$ cat config.mk
export PLATFORM = sky130hd
export DESIGN_NAME = uart_tx_frame
export DESIGN_NICKNAME = d
export VERILOG_FILES = /design/src/rtl/uart_tx_frame.sv
export SDC_FILE = /design/constraint.sdc
export NUM_CORES = 1
export LEC_CHECK = 0
export ABC_CLOCK_PERIOD_IN_PS = 3550
export CORE_MARGIN = 2
export CORE_UTILIZATION = 50
export DETAILED_ROUTE_END_ITERATION = 7
export PLACE_DENSITY = 0.81
export REMOVE_ABC_BUFFERS = 1
export SETUP_SLACK_MARGIN = 0.3
export SKIP_LAST_GASP = 1
export SYNTH_ARGS = -nofsm -noshare
export SYNTH_HDL_FRONTEND = slang
export SYNTH_SLANG_ARGS = --single-unit
$ cat constraint.sdc
create_clock -name clk -period 3.55 [get_ports clk]
set_input_delay 0.355 -clock clk [delete_from_list [all_inputs] [get_ports clk]]
set_output_delay 0.355 -clock clk [all_outputs]
set_load 0.05 [all_outputs]
$ cat src/rtl/uart_tx_frame.sv
// UART transmitter: AXI-Stream words through a small FIFO, framed as start/5..DATA_WIDTH data/parity/1-2 stop or a line break.
// txd falls one cycle after a word lands in an idle, empty block; s_axis_tready drops only while the FIFO is full.
module uart_tx_frame #(
    parameter int DATA_WIDTH = 9,
    parameter int FIFO_DEPTH = 4
) (
    input  logic                             clk,
    input  logic                             rst,
    input  logic [DATA_WIDTH-1:0]            s_axis_tdata,
    input  logic                             s_axis_tvalid,
    output logic                             s_axis_tready,
    output logic                             txd,
    output logic                             busy,
    output logic [$clog2(FIFO_DEPTH+1)-1:0]  fifo_count,
    input  logic [15:0]                      prescale,
    input  logic [3:0]                       cfg_data_bits,
    input  logic [1:0]                       cfg_parity,
    input  logic                             cfg_stop2,
    input  logic                             cfg_break
);
    localparam int AW = $clog2(FIFO_DEPTH);
    localparam int CW = $clog2(FIFO_DEPTH + 1);
    localparam logic [CW-1:0] FULL = CW'(FIFO_DEPTH);
    localparam logic [3:0] MAX_BITS = 4'(DATA_WIDTH);

    typedef enum logic [2:0] {
        S_IDLE, S_START, S_DATA, S_PARITY, S_STOP, S_BREAK, S_BREAK_STOP
    } state_t;

    logic [DATA_WIDTH-1:0] mem [FIFO_DEPTH];
    logic [AW-1:0]         wr_ptr, rd_ptr;
    logic [CW-1:0]         count;
    logic                  not_full, empty, push, pop;
    logic [DATA_WIDTH-1:0] head;

    state_t                state, state_n;
    logic [18:0]           timer, timer_n, reload, reload_n;
    logic [DATA_WIDTH-1:0] shift, shift_n;
    logic [3:0]            bit_cnt, bit_cnt_n;
    logic                  stop_cnt, stop_cnt_n;
    logic [1:0]            par_mode, par_mode_n;
    logic                  stop2, stop2_n;
    logic                  par_bit, par_bit_n;
    logic                  txd_n;

    logic [3:0]            nbits;
    logic [DATA_WIDTH-1:0] mask;
    logic [18:0]           cfg_reload;
    logic                  tick, launch, brk;

    assign not_full      = (count != FULL);
    assign empty         = (count == '0);
    assign push          = s_axis_tvalid && not_full;
    assign s_axis_tready = !rst && not_full;
    assign fifo_count    = count;
    assign busy          = (state != S_IDLE) || !empty;
    assign head          = mem[rd_ptr];

    always_ff @(posedge clk) begin
        if (push) begin
            mem[wr_ptr] <= s_axis_tdata;
        end
    end

    always_ff @(posedge clk or posedge rst) begin
        if (rst) begin
            wr_ptr <= '0;
            rd_ptr <= '0;
            count  <= '0;
        end else begin
            if (push) wr_ptr <= wr_ptr + AW'(1);
            if (pop)  rd_ptr <= rd_ptr + AW'(1);
            if (push && !pop)      count <= count + CW'(1);
            else if (!push && pop) count <= count - CW'(1);
        end
    end

    // Frame settings sampled at the moment a word is popped (or a break starts).
    always_comb begin
        mask = '0;
        if (cfg_data_bits < 4'd5)          nbits = 4'd5;
        else if (cfg_data_bits > MAX_BITS) nbits = MAX_BITS;
        else                               nbits = cfg_data_bits;
        for (int i = 0; i < DATA_WIDTH; i++) begin
            mask[i] = (4'(i) < nbits);
        end
    end

    // (P*8)-1 == {P-1, 3'b111}; a prescale of 0 behaves as 1.
    assign cfg_reload = {(prescale == 16'd0) ? 16'd0 : prescale - 16'd1, 3'b111};
    assign tick       = (timer == '0);

    always_comb begin
        state_n    = state;
        timer_n    = tick ? reload : timer - 19'd1;
        reload_n   = reload;
        shift_n    = shift;
        bit_cnt_n  = bit_cnt;
        stop_cnt_n = stop_cnt;
        par_mode_n = par_mode;
        stop2_n    = stop2;
        par_bit_n  = par_bit;
        pop        = 1'b0;
        launch     = 1'b0;
        brk        = 1'b0;
        txd_n      = 1'b1;

        case (state)
            S_IDLE: begin
                timer_n = '0;
                if (cfg_break)   brk    = 1'b1;
                else if (!empty) launch = 1'b1;
            end
            S_START: begin
                if (tick) state_n = S_DATA;
            end
            S_DATA: begin
                if (tick) begin
                    shift_n = shift >> 1;
                    if (bit_cnt == 4'd0) begin
                        state_n    = (par_mode != 2'b00) ? S_PARITY : S_STOP;
                        stop_cnt_n = stop2;
                    end else begin
                        bit_cnt_n = bit_cnt - 4'd1;
                    end
                end
            end
            S_PARITY: begin
                if (tick) begin
                    state_n    = S_STOP;
                    stop_cnt_n = stop2;
                end
            end
            S_STOP: begin
                if (tick) begin
                    if (stop_cnt)                stop_cnt_n = 1'b0;
                    else if (cfg_break)          brk        = 1'b1;
                    else if (!empty)             launch     = 1'b1;
                    else                         state_n    = S_IDLE;
                end
            end
            S_BREAK: begin
                if (tick && !cfg_break) begin
                    state_n    = S_BREAK_STOP;
                    stop_cnt_n = stop2;
                end
            end
            S_BREAK_STOP: begin
                if (tick) begin
                    if (stop_cnt) stop_cnt_n = 1'b0;
                    else          state_n    = S_IDLE;
                end
            end
            default: state_n = S_IDLE;
        endcase

        if (launch) begin
            pop        = 1'b1;
            state_n    = S_START;
            timer_n    = cfg_reload;
            reload_n   = cfg_reload;
            shift_n    = head;
            bit_cnt_n  = nbits - 4'd1;
            par_mode_n = cfg_parity;
            stop2_n    = cfg_stop2;
            par_bit_n  = ^(head & mask);
        end
        if (brk) begin
            state_n  = S_BREAK;
            timer_n  = cfg_reload;
            reload_n = cfg_reload;
            stop2_n  = cfg_stop2;
        end

        // txd is registered, so it is driven from the state being entered.
        case (state_n)
            S_START, S_BREAK: txd_n = 1'b0;
            S_DATA:           txd_n = shift_n[0];
            S_PARITY: begin
                case (par_mode_n)
                    2'b01:   txd_n = par_bit_n;
                    2'b10:   txd_n = !par_bit_n;
                    default: txd_n = 1'b0;
                endcase
            end
            default:          txd_n = 1'b1;
        endcase
    end

    always_ff @(posedge clk or posedge rst) begin
        if (rst) begin
            state    <= S_IDLE;
            timer    <= '0;
            reload   <= '0;
            shift    <= '0;
            bit_cnt  <= '0;
            stop_cnt <= 1'b0;
            par_mode <= '0;
            stop2    <= 1'b0;
            par_bit  <= 1'b0;
            txd      <= 1'b1;
        end else begin
            state    <= state_n;
            timer    <= timer_n;
            reload   <= reload_n;
            shift    <= shift_n;
            bit_cnt  <= bit_cnt_n;
            stop_cnt <= stop_cnt_n;
            par_mode <= par_mode_n;
            stop2    <= stop2_n;
            par_bit  <= par_bit_n;
            txd      <= txd_n;
        end
    end
endmodule

==> results of run 1 <==
==> synthesized netlist by cell type (all sizes together) (5+ instances only) <==
cell type / instances / area, um^2
or4: 5 / 41.3
nor4: 8 / 86.3
edfxtp: 36 / 1080
clkbuf: 9 / 35.0
buf: 12 / 77.6
a31oi: 9 / 56.3
nor3b: 5 / 37.5
nor2: 45 / 176
xnor2: 24 / 210
nand3: 6 / 30.0
o22ai: 10 / 119
ha: 11 / 138
mux4: 9 / 203
xor2: 12 / 105
inv: 18 / 67.6
nor2b: 7 / 43.8
a21oi: 18 / 90.1
o21ai: 30 / 150
nand2: 67 / 254
dfrtp: 64 / 1600
nor3: 11 / 55.1
==> timing repair <==
action	CTS	global route
endpoints found under the setup margin	0	3
setup buffers	0	0
resized for setup	0	1
==> power groups by stage <==
stage	combinational, uW	sequential, uW	clock [uW]
6_report	734	1580	745
5_1_grt	807	1600	819
4_1_cts	737	1570	763
3_5_place_dp	731	1590	0
3_3_place_gp	698	1580	0
2_1_floorplan	469	1610	0
==> area by class of cell <==
type / instances / area (um^2) / area share (%)
clock inverter: 7 / 88.8 / 1.49
timing repair buffer: 50 / 478 / 8.02
tap: 136 / 170 / 2.86
multi-input combinational: 337 / 2320 / 38.9
sequential: 101 / 2710 / 45.5
clock buffer: 9 / 124 / 2.08
inverter: 18 / 67.6 / 1.13
==> state kept, by name, indices dropped and copies added (netlist names) <==
register,count
mem,36
timer,19
reload,17
shift,9
bit_cnt,4
fifo_count,3
state,3
par_mode,2
rd_ptr,2
wr_ptr,2
par_bit,1
stop2,1
stop_cnt,1
txd,1
==> routing by layer <==
metal	wire length, um	vias to the layer above	part of all wire [%]
li1	-	1785	-
met1	4700	1818	44
met2	5310	127	50
met3	498	14	4.7
met4	106	0	1.0
met5	0	-	0
==> worst paths after layout <==
kind,end
max in group asynchronous,txd$_DFF_PP1_
min in group clk,reload[18]$_DFFE_PP0P_
max reg2reg,fifo_count[1]$_DFFE_PP0P_
min reg2reg,reload[18]$_DFFE_PP0P_
min,shift[3]$_DFFE_PP0P_
max,fifo_count[1]$_DFFE_PP0P_
==> kinds of logic (layout without fill, tap and decap cells) <==
family	count (synthesis)	after routing	share of synthesized area [%]
and+or+nand+nor	178	178	17.4
buffers and inverters	39	84	3.46
DFF	101	101	52.1
AOI/OAI and AO/OA	94	94	12.4
adders and majority gates	12	12	3.03
muxes	17	17	5.53
xor gates and xnor gates	36	36	6.06
==> metrics by stage <==
step           power (uW)  cells  util (%)  setup slack, ns  hold slack (ns)
4_1_cts              3070    658      58.1            0.439            0.487
6_report             3050    658      58.2            0.467            0.481
2_1_floorplan        2080    456         -            0.201            0.442
3_5_place_dp         2330    642      56.1            0.444            0.463
5_1_grt              3230    658      58.2            0.308            0.511
3_3_place_gp         2280    642      56.1            0.559            0.460
==> worst max-delay path: stages (launching register included) <==
cell	delay (ns)
dfrtp_1	0.41
inv_1	0.08
ha_1	0.20
or4b_1	0.60
nor4_4	0.29
a31oi_1	0.15
nor2b_1	0.23
inv_2	0.08
ha_1	0.21
inv_1	0.07
fa_1	0.40
mux2_2	0.26
==> key figures, run 1 <==
Outcome
  – Status: finished clean

Clock tree
  – H-Tree Level Count: 3
  – Root Buffer: clkbuf_8
  – CTS clk-pin slew, worst paths: 0.11 ns
  – TritonCTS Buffers: 9
  – CTS sink cnt: 101
  – CTS Buffer Depth: 2
  – TritonCTS clock tree: yes
  – Skew-Pair Late Insertion Delay: 0.37 ns
  – CTS Hold Bufs: 0

Layout
  – Ant. Diodes: 0
  – P&R area growth vs syn: 14.6%
  – Nets@finish: 565
  – Layout cells sized above 1: 12.1%
  – Commonest non-fill, non-tap cell in the layout: nand2_1
  – Final instance area: 5960 um^2
  – Most frequent cells in the layout: nand2_1, dfrtp_1, nor2_1
  – Filler Cell Count: 804

Global route
  – Met1 Use GR: 27.0%
  – Met2 Track Usage GR: 33.5%
  – First-pass GRT wire length: 17700 um
  – Initial antenna violation count: 0
  – Top Usage Layer GRT: met2
  – Largest net degree at the start of global routing: 40
  – Overflow after GRT: 0
  – Met3 Use GR: 3.68%
  – Number of global-route vias before repair: 3619
  – GRT Resource Usage Total: 20.1%

Floorplanning
  – Die area: 11200 um^2
  – Die W: 106 um
  – Placeable Area: 10200 um^2
  – Starting Density: 50.8%
  – DIE HEIGHT: 106 um
  – Core Rows: 37
  – # IOs: 42

Drt
  – Vias per inst: 5.69
  – Total number of vias: 3744
  – Drt total wl: 10600 um
  – Post-route ant nets: 0
  – Average wire per standard cell: 16.1 um
  – Drc violations: 0
  – Initial DRT Pass Iterations: 5
  – Drt initial violations: 297

Synthesis
  – Share of synthesized registers carrying an async set or reset: 64.4%
  – Yosys cell types: 67
  – Post-synthesis sequential area ratio: 52.1%
  – Yosys warnings: 0
  – Syn Inst Count: 477
  – Post-Synthesis Cell Area: 5200 um^2
  – Ys flop type: dfrtp_1
  – Post-synth EDFFs: 36
  – Avg Cell Area, Syn: 10.9 um^2
  – Register bit total from synthesis: 101

Power
  – Switching power of the nets: 1020 uW
  – Logic pwr share: 24.0%
  – Sw frac: 33.5%
  – P_leak: 0.00235 uW
  – Sequential power share: 51.6%
  – Pwr/cell area: 513 nW/um^2
  – Peak VDD IR: 0.497 mV
  – Pint: 2030 uW
  – Clk network pwr share: 24.4%

Flow run
  – Max-cap viol count: 0

STA
  – Fin. max-slew vios: 0
  – Final Skew: 0.0117 ns
  – Final setup viols: 0
  – Setup TNS: 0 ns
  – Period minus WS final: 3.08 ns
  – Max_slew headroom: 40.3%
  – Fin crit share: 86.9%
  – Achievable clock frequency: 0.324 GHz
  – Hold Fails Final Rpt: 0
  – Unrepaired setup endpoints after global routing: false
  – Worst Tran Pin Value: 0.887 ns

Worst setup path
  – FF-to-FF setup slack: 0.47 ns
  – Setup crit start: timer[0]$_DFF_PP0_
  – CP Capture Type: register
  – Critical path peak fanout: 7
  – Critical path class: register to register
  – Reg2Reg Depth: 11
  – Arrival @ worst endpoint: 3.35 ns
  – Worst path required time: 3.81 ns
  – Critical path startpoint category: register
  – Origin of the critical flop-to-flop path: timer[0]$_DFF_PP0_

Place
  – DP Wirelength: 7330 um
  – Port Buf Inserts: 41
  – Placed Area: 5740 um^2
  – GP Congestion: 0.798

Worst hold path
  – Class of the worst hold path: input pin to asynchronous set/reset pin
No activity file was read; power rests on OpenSTA's default activity.
==> inputs of run 2 (changes only) <==
CAP_MARGIN = 25   (was not set)
==> results of run 2 <==
Same layout as run 1: the final DEF is identical, and so are final timing and power.
